### src/rtl/sigma_pkg.sv
// Shared types for the sigma memory-port arbiter:
// FSM state encoding, access owner IDs and bus widths.
package sigma_pkg;

    localparam int ADDR_W = 17;
    localparam int WORD_W = 32;

    typedef enum logic [1:0] {
        ARB_IDLE,
        ARB_START,
        ARB_WAIT,
        ARB_ACK
    } arb_state_e;

    typedef enum logic {
        OWN_CPU,
        OWN_IOP
    } owner_e;

endpackage

### src/rtl/sigma_mem_arbiter.sv
// Shares the core-memory port between CPU and IOP: one access at a time,
// fixed read latency, CPU locked RMW and a bound on IOP starvation of the CPU.
module sigma_mem_arbiter
    import sigma_pkg::*;
#(
    parameter int MEM_LAT       = 2,
    parameter int IOP_BURST_MAX = 4,
    parameter int MEM_WORDS     = 131072
) (
    input  logic              clock,
    input  logic              reset_n,
    input  logic              cpu_req,
    input  logic              cpu_wr,
    input  logic              cpu_lock,
    input  logic [ADDR_W-1:0] cpu_addr,
    input  logic [WORD_W-1:0] cpu_wdata,
    output logic              cpu_ack,
    output logic              cpu_err,
    output logic [WORD_W-1:0] cpu_rdata,
    input  logic              iop_req,
    input  logic              iop_wr,
    input  logic [ADDR_W-1:0] iop_addr,
    input  logic [WORD_W-1:0] iop_wdata,
    output logic              iop_ack,
    output logic              iop_err,
    output logic [WORD_W-1:0] iop_rdata,
    output logic              mem_en,
    output logic              mem_we,
    output logic [ADDR_W-1:0] mem_addr,
    output logic [WORD_W-1:0] mem_wdata,
    input  logic [WORD_W-1:0] mem_rdata
);

    localparam logic [3:0]      LAT_INIT  = 4'(MEM_LAT - 1);
    localparam logic [3:0]      BURST     = 4'(IOP_BURST_MAX);
    localparam logic [ADDR_W:0] WORDS_LIM = (ADDR_W+1)'(MEM_WORDS);

    arb_state_e        state_q, state_d;
    owner_e            owner_q, owner_d;
    logic [ADDR_W-1:0] addr_q, addr_d;
    logic [WORD_W-1:0] wdata_q, wdata_d;
    logic              wr_q, wr_d;
    logic              lk_q, lk_d;
    logic              err_q, err_d;
    logic              lock_q, lock_d;
    logic [3:0]        lat_q, lat_d;
    logic [3:0]        starve_q, starve_d;
    logic [WORD_W-1:0] cpu_rdata_q, cpu_rdata_d;
    logic [WORD_W-1:0] iop_rdata_q, iop_rdata_d;
    logic              grant_cpu, grant_iop;

    always_ff @(posedge clock or negedge reset_n) begin
        if (!reset_n) begin
            state_q     <= ARB_IDLE;
            owner_q     <= OWN_CPU;
            addr_q      <= '0;
            wdata_q     <= '0;
            wr_q        <= 1'b0;
            lk_q        <= 1'b0;
            err_q       <= 1'b0;
            lock_q      <= 1'b0;
            lat_q       <= '0;
            starve_q    <= '0;
            cpu_rdata_q <= '0;
            iop_rdata_q <= '0;
        end else begin
            state_q     <= state_d;
            owner_q     <= owner_d;
            addr_q      <= addr_d;
            wdata_q     <= wdata_d;
            wr_q        <= wr_d;
            lk_q        <= lk_d;
            err_q       <= err_d;
            lock_q      <= lock_d;
            lat_q       <= lat_d;
            starve_q    <= starve_d;
            cpu_rdata_q <= cpu_rdata_d;
            iop_rdata_q <= iop_rdata_d;
        end
    end

    always_comb begin
        state_d     = state_q;
        owner_d     = owner_q;
        addr_d      = addr_q;
        wdata_d     = wdata_q;
        wr_d        = wr_q;
        lk_d        = lk_q;
        err_d       = err_q;
        lock_d      = lock_q;
        lat_d       = lat_q;
        starve_d    = starve_q;
        cpu_rdata_d = cpu_rdata_q;
        iop_rdata_d = iop_rdata_q;
        grant_cpu   = 1'b0;
        grant_iop   = 1'b0;
        unique case (state_q)
            ARB_IDLE: begin
                // A held lock shuts the IOP out until the CPU releases it.
                if (lock_q) begin
                    grant_cpu = cpu_req;
                end else if (cpu_req && iop_req) begin
                    grant_cpu = (starve_q == BURST);
                    grant_iop = !grant_cpu;
                end else begin
                    grant_cpu = cpu_req;
                    grant_iop = iop_req;
                end
                if (!cpu_req || grant_cpu) begin
                    starve_d = '0;
                end else if (grant_iop && starve_q != BURST) begin
                    starve_d = starve_q + 4'd1;
                end
                if (!cpu_req && !cpu_lock) begin
                    lock_d = 1'b0;
                end
                if (grant_cpu || grant_iop) begin
                    owner_d = grant_iop ? OWN_IOP : OWN_CPU;
                    addr_d  = grant_iop ? iop_addr : cpu_addr;
                    wdata_d = grant_iop ? iop_wdata : cpu_wdata;
                    wr_d    = grant_iop ? iop_wr : cpu_wr;
                    lk_d    = grant_cpu & cpu_lock;
                    err_d   = ({1'b0, addr_d} >= WORDS_LIM);
                    if (err_d) begin
                        state_d = ARB_ACK;
                        if (grant_iop) iop_rdata_d = '0;
                        else           cpu_rdata_d = '0;
                    end else begin
                        state_d = ARB_START;
                    end
                end
            end
            ARB_START: begin
                lat_d   = LAT_INIT;
                state_d = ARB_WAIT;
            end
            ARB_WAIT: begin
                if (lat_q == 4'd0) begin
                    state_d = ARB_ACK;
                    if (!wr_q) begin
                        if (owner_q == OWN_IOP) iop_rdata_d = mem_rdata;
                        else                    cpu_rdata_d = mem_rdata;
                    end
                end else begin
                    lat_d = lat_q - 4'd1;
                end
            end
            ARB_ACK: begin
                state_d = ARB_IDLE;
                if (owner_q == OWN_CPU) lock_d = lk_q;
            end
            default: state_d = ARB_IDLE;
        endcase
    end

    assign cpu_ack   = (state_q == ARB_ACK) && (owner_q == OWN_CPU);
    assign iop_ack   = (state_q == ARB_ACK) && (owner_q == OWN_IOP);
    assign cpu_err   = cpu_ack & err_q;
    assign iop_err   = iop_ack & err_q;
    assign cpu_rdata = cpu_rdata_q;
    assign iop_rdata = iop_rdata_q;
    assign mem_en    = (state_q == ARB_START);
    assign mem_we    = mem_en & wr_q;
    assign mem_addr  = addr_q;
    assign mem_wdata = wdata_q;

endmodule

### config.mk
export PLATFORM = sky130hd
export DESIGN_NAME = sigma_mem_arbiter
export DESIGN_NICKNAME = d
export VERILOG_FILES = /design/src/rtl/sigma_pkg.sv /design/src/rtl/sigma_mem_arbiter.sv
export SDC_FILE = /design/constraint.sdc
export NUM_CORES = 1
export LEC_CHECK = 0
export ABC_AREA = 1
export BUFFER_PORTS_ARGS = -buffer_cell sky130_fd_sc_hd__buf_2
export CAP_MARGIN = 20
export CORE_ASPECT_RATIO = 0.9
export CORE_MARGIN = 5
export CORE_UTILIZATION = 40
export DETAILED_ROUTE_END_ITERATION = 12
export PLACE_DENSITY = 0.77
export RECOVER_POWER = 50
export SYNTH_ARGS = -nofsm -noshare
export SYNTH_HDL_FRONTEND = slang
export SYNTH_SLANG_ARGS = --single-unit
### constraint.sdc
create_clock -name clock -period 1.9 [get_ports clock]
set_clock_uncertainty 0.05 [all_clocks]
set_input_delay 0.285 -clock clock [delete_from_list [all_inputs] [get_ports clock]]
set_output_delay 0.285 -clock clock [all_outputs]
set_load 0.01 [all_outputs]
==> reports/qor.csv <==
stage,metric,value,unit
synthesis,synth.top_cell.area_share,51.0,%
critical_path,crit_path_start,state_q[1],
clocking,path_clk_slew,60,ps
placement,dp.cells,1200,
floorplanning,coreArea,15300,µm²
synthesis,synth_cell_types,26,
power_and_ir_drop,powerDensity,1580,nW/µm²
timing,tightest_slew,1230,ps
detailed_routing,avgRoutedWirePerCell,13.5,µm
run,max_cap_viol_count,0,
power_and_ir_drop,p_leak,4.71,nW
global_route,grt_max_degree,80,
clocking,cts_tree,yes,
synthesis,synthXorXnorAreaFrac,0.422,%
detailed_routing,drt_iter0_drc,272,
detailed_routing,ant_nets,0,
timing,setup_viol,0,
floorplanning,fp.dieH,128,µm
hold_path,hp-class,input port to flip-flop,
synthesis,synth.ff_latch_count,127,
detailed_routing,first_pass_iters,5,
critical_path,end_kind,primary output,
timing,rsz0062_at_grt,no,
clocking,clk_latency,410,ps
clocking,h-tree-depth,4,
timing,slew_headroom,17.7,%
status,status,"finished, final reports clean",
critical_path,critPathLaunchType,flip-flop,
timing,finalCriticalPeriod,1750,ps
global_route,grt_pass1_wl,27300,µm
critical_path,r2r_slack,180,ps
synthesis,yosysSeqAreaShare,51.0,%
clocking,cts_buffers,17,
synthesis,synthSimpleGateAreaFrac,25.0,%
floorplanning,rows,43,
detailed_routing,vias,5755,
floorplanning,die_x,142,µm
critical_path,critPathMaxFanout,4,
timing,min_period_over_period,92.3,%
global_route,grt_pass1_vias,5641,
detailed_routing,drc,0,
global_route,track_usage,18.6,%
synthesis,netlist_area,6230,µm²
final_layout,final_layout_size_suffix_gt1_share,27.4,%
detailed_routing,via_per_inst,4.67,
detailed_routing,routed_wirelength,16600,µm
placement,place_congestion,0.793,
synthesis,synth-compound-area-share,8.18,%
synthesis,synth.avg_cell_area,8.08,µm²
global_route,globalRouteOverflowTotal,0,
synthesis,synth.area.mux_share,0,%
synthesis,synth_area_leaders,"dfrtp_1, nand2_1, inv_1",
floorplanning,die_area,18200,µm²
critical_path,worstReg2RegStart,state_q[0],
synthesis,yosysTopAreaCell,dfrtp_1,
synthesis,synth_top_family_by_area,simple AND/OR/NAND/NOR gates,
global_route,grt_antenna_before_repair,0,
clocking,postCtsSetupBuffers,0,
final_layout,area.growth.synth_to_final,30.4,%
critical_path,cp.arrival,1420,ps
final_layout,fin_cells,1233,
clocking,cts_sinks,127,
placement,place.port_buffers,253,
power_and_ir_drop,ir_drop,0.000642,V
timing,drv_slew,0,
timing,fmax,570,MHz
synthesis,synth_warnings,0,
placement,hpwlAfterDp,11900,µm
critical_path,critPathRequiredTime,1560,ps
clocking,cts_buffer_depth,2,
synthesis,syn_inst,771,
floorplanning,start_util,40.6,%
final_layout,n_antenna_cell,0,
hold_path,hold_start,mem_rdata[22],
final_layout,final_nets,1163,
synthesis,yosys.area_share.adder,1.61,%
clocking,root_buffer,clkbuf_16,
final_layout,fillers,1460,
critical_path,crit_type,flip-flop to primary output,
floorplanning,io_pins,256,
timing,fin_tns_setup,0,ps
timing,hold_viol_final,0,
==> placed cells by master, fill, tap and decap left out, types with 2 or more instances in the layout <==
master	netlist	final
nor2_4	2	2
buf_12	0	4
nand2_2	4	4
dfrtp_1	127	127
clkinvlp_4	0	5
buf_4	11	9
clkinv_2	0	3
xnor2_1	2	2
o21ai_1	36	37
conb_1	1	2
nand4_4	2	2
clkbuf_16	0	17
nand3_1	107	107
buf_2	21	194
inv_2	3	3
ha_1	8	8
o21ai_0	8	7
inv_1	150	150
nor2_1	9	9
o21ai_2	29	29
inv_6	0	5
nand2_1	235	235
clkbuf_1	1	58
==> synthesized netlist by cell type <==
library cell / instances
a21oi_1: 1
buf_2: 21
buf_4: 11
buf_6: 8
clkbuf_1: 1
conb_1: 1
dfrtp_1: 127
ha_1: 8
inv_1: 150
inv_2: 3
nand2_1: 235
nand2_2: 4
nand3_1: 107
nand4_1: 1
nand4_4: 2
nor2_1: 9
nor2_4: 2
o211ai_1: 1
o21ai_0: 8
o21ai_1: 36
o21ai_2: 29
o21ai_4: 1
o22ai_1: 1
or2_2: 1
xnor2_1: 2
xor2_1: 1
==> per-layer routing <==
metal	part of all wire [%]	routed length (µm)	track usage (%)	vias up
li1	-	-	-	2846
met3	6.9	1150	4.91	33
met2	48	7990	29.9	212
met4	2.4	401	7.39	0
met5	0	0	0	-
met1	43	7070	24.1	2664
==> flip-flops by register name, indices dropped and copies added, names as in the netlist <==
name       cells
cpu_rdata     32
mem_wdata     32
wr_q           1
lk_q           1
state_q        2
starve_q       4
owner_q        1
iop_rdata     32
mem_addr      17
lat_q          4
lock_q         1
==> worst max-delay path: stages, from the launching register on <==
cell and delay [ps]:
dfrtp_1 420, inv_1 120, ha_1 220, nand2_1 70, inv_1 60, buf_2 120
==> what timing repair did <==
item                                   CTS  global route
endpoints found under the hold margin  127             0
hold buffers                             1             0
setup endpoints to repair                0             2
resized for setup                        0             1
==> report_power, final <==
group	total (mW)	leakage, nW	internal [mW]	switching, mW
logic	5.05	2.96	1.93	3.11
registers	4.76	1.48	3.99	0.771
clock network	3.05	0.263	1.81	1.24
==> cells by family (layout without fill, tap and decap cells) <==
family          after synthesis  count (layout)
compound gates               77              77
xor+xnor                      3               3
flops                       127             127
other cells                   1               2
buf+inv                     194             453
fa+ha+maj                     8               8
simple gates                361             361
==> stage by stage <==
stage	power (mW)	utilization, %	hold WS, ps	cell area [µm²]	setup WS [ps]
after floorplan	7.84	-	-60.6	6230	386
after global placement	9.87	49.9	248	7650	255
after detailed placement	10.0	49.9	251	7650	191
after CTS	13.2	53.6	55.6	8220	111
after global routing	13.9	53.0	71.0	8120	11.5
final	12.9	53.0	86.2	8120	147
==> worst paths after layout <==
path,to,cells past startpoint
min in group asynchronous,iop_rdata[25],3
max in group asynchronous,lat_q[2],3
hold / removal,iop_rdata[22],3
setup / recovery,mem_we,5
hold reg to reg,cpu_rdata[5],2
setup reg to reg,iop_rdata[26],6
==> cell type report <==
class                           count  area, µm²  area share (%)
Clock buffer                       17        425            5.24
Clock inverter                     15        135            1.66
Inverter                          153        574            7.07
Multi-Input combinational cell    451       2200            27.1
Sequential cell                   127       3180            39.1
Tap cell                          202        253            3.11
Timing Repair Buffer              268       1360            16.7
Power figures use the tool's default switching activity.
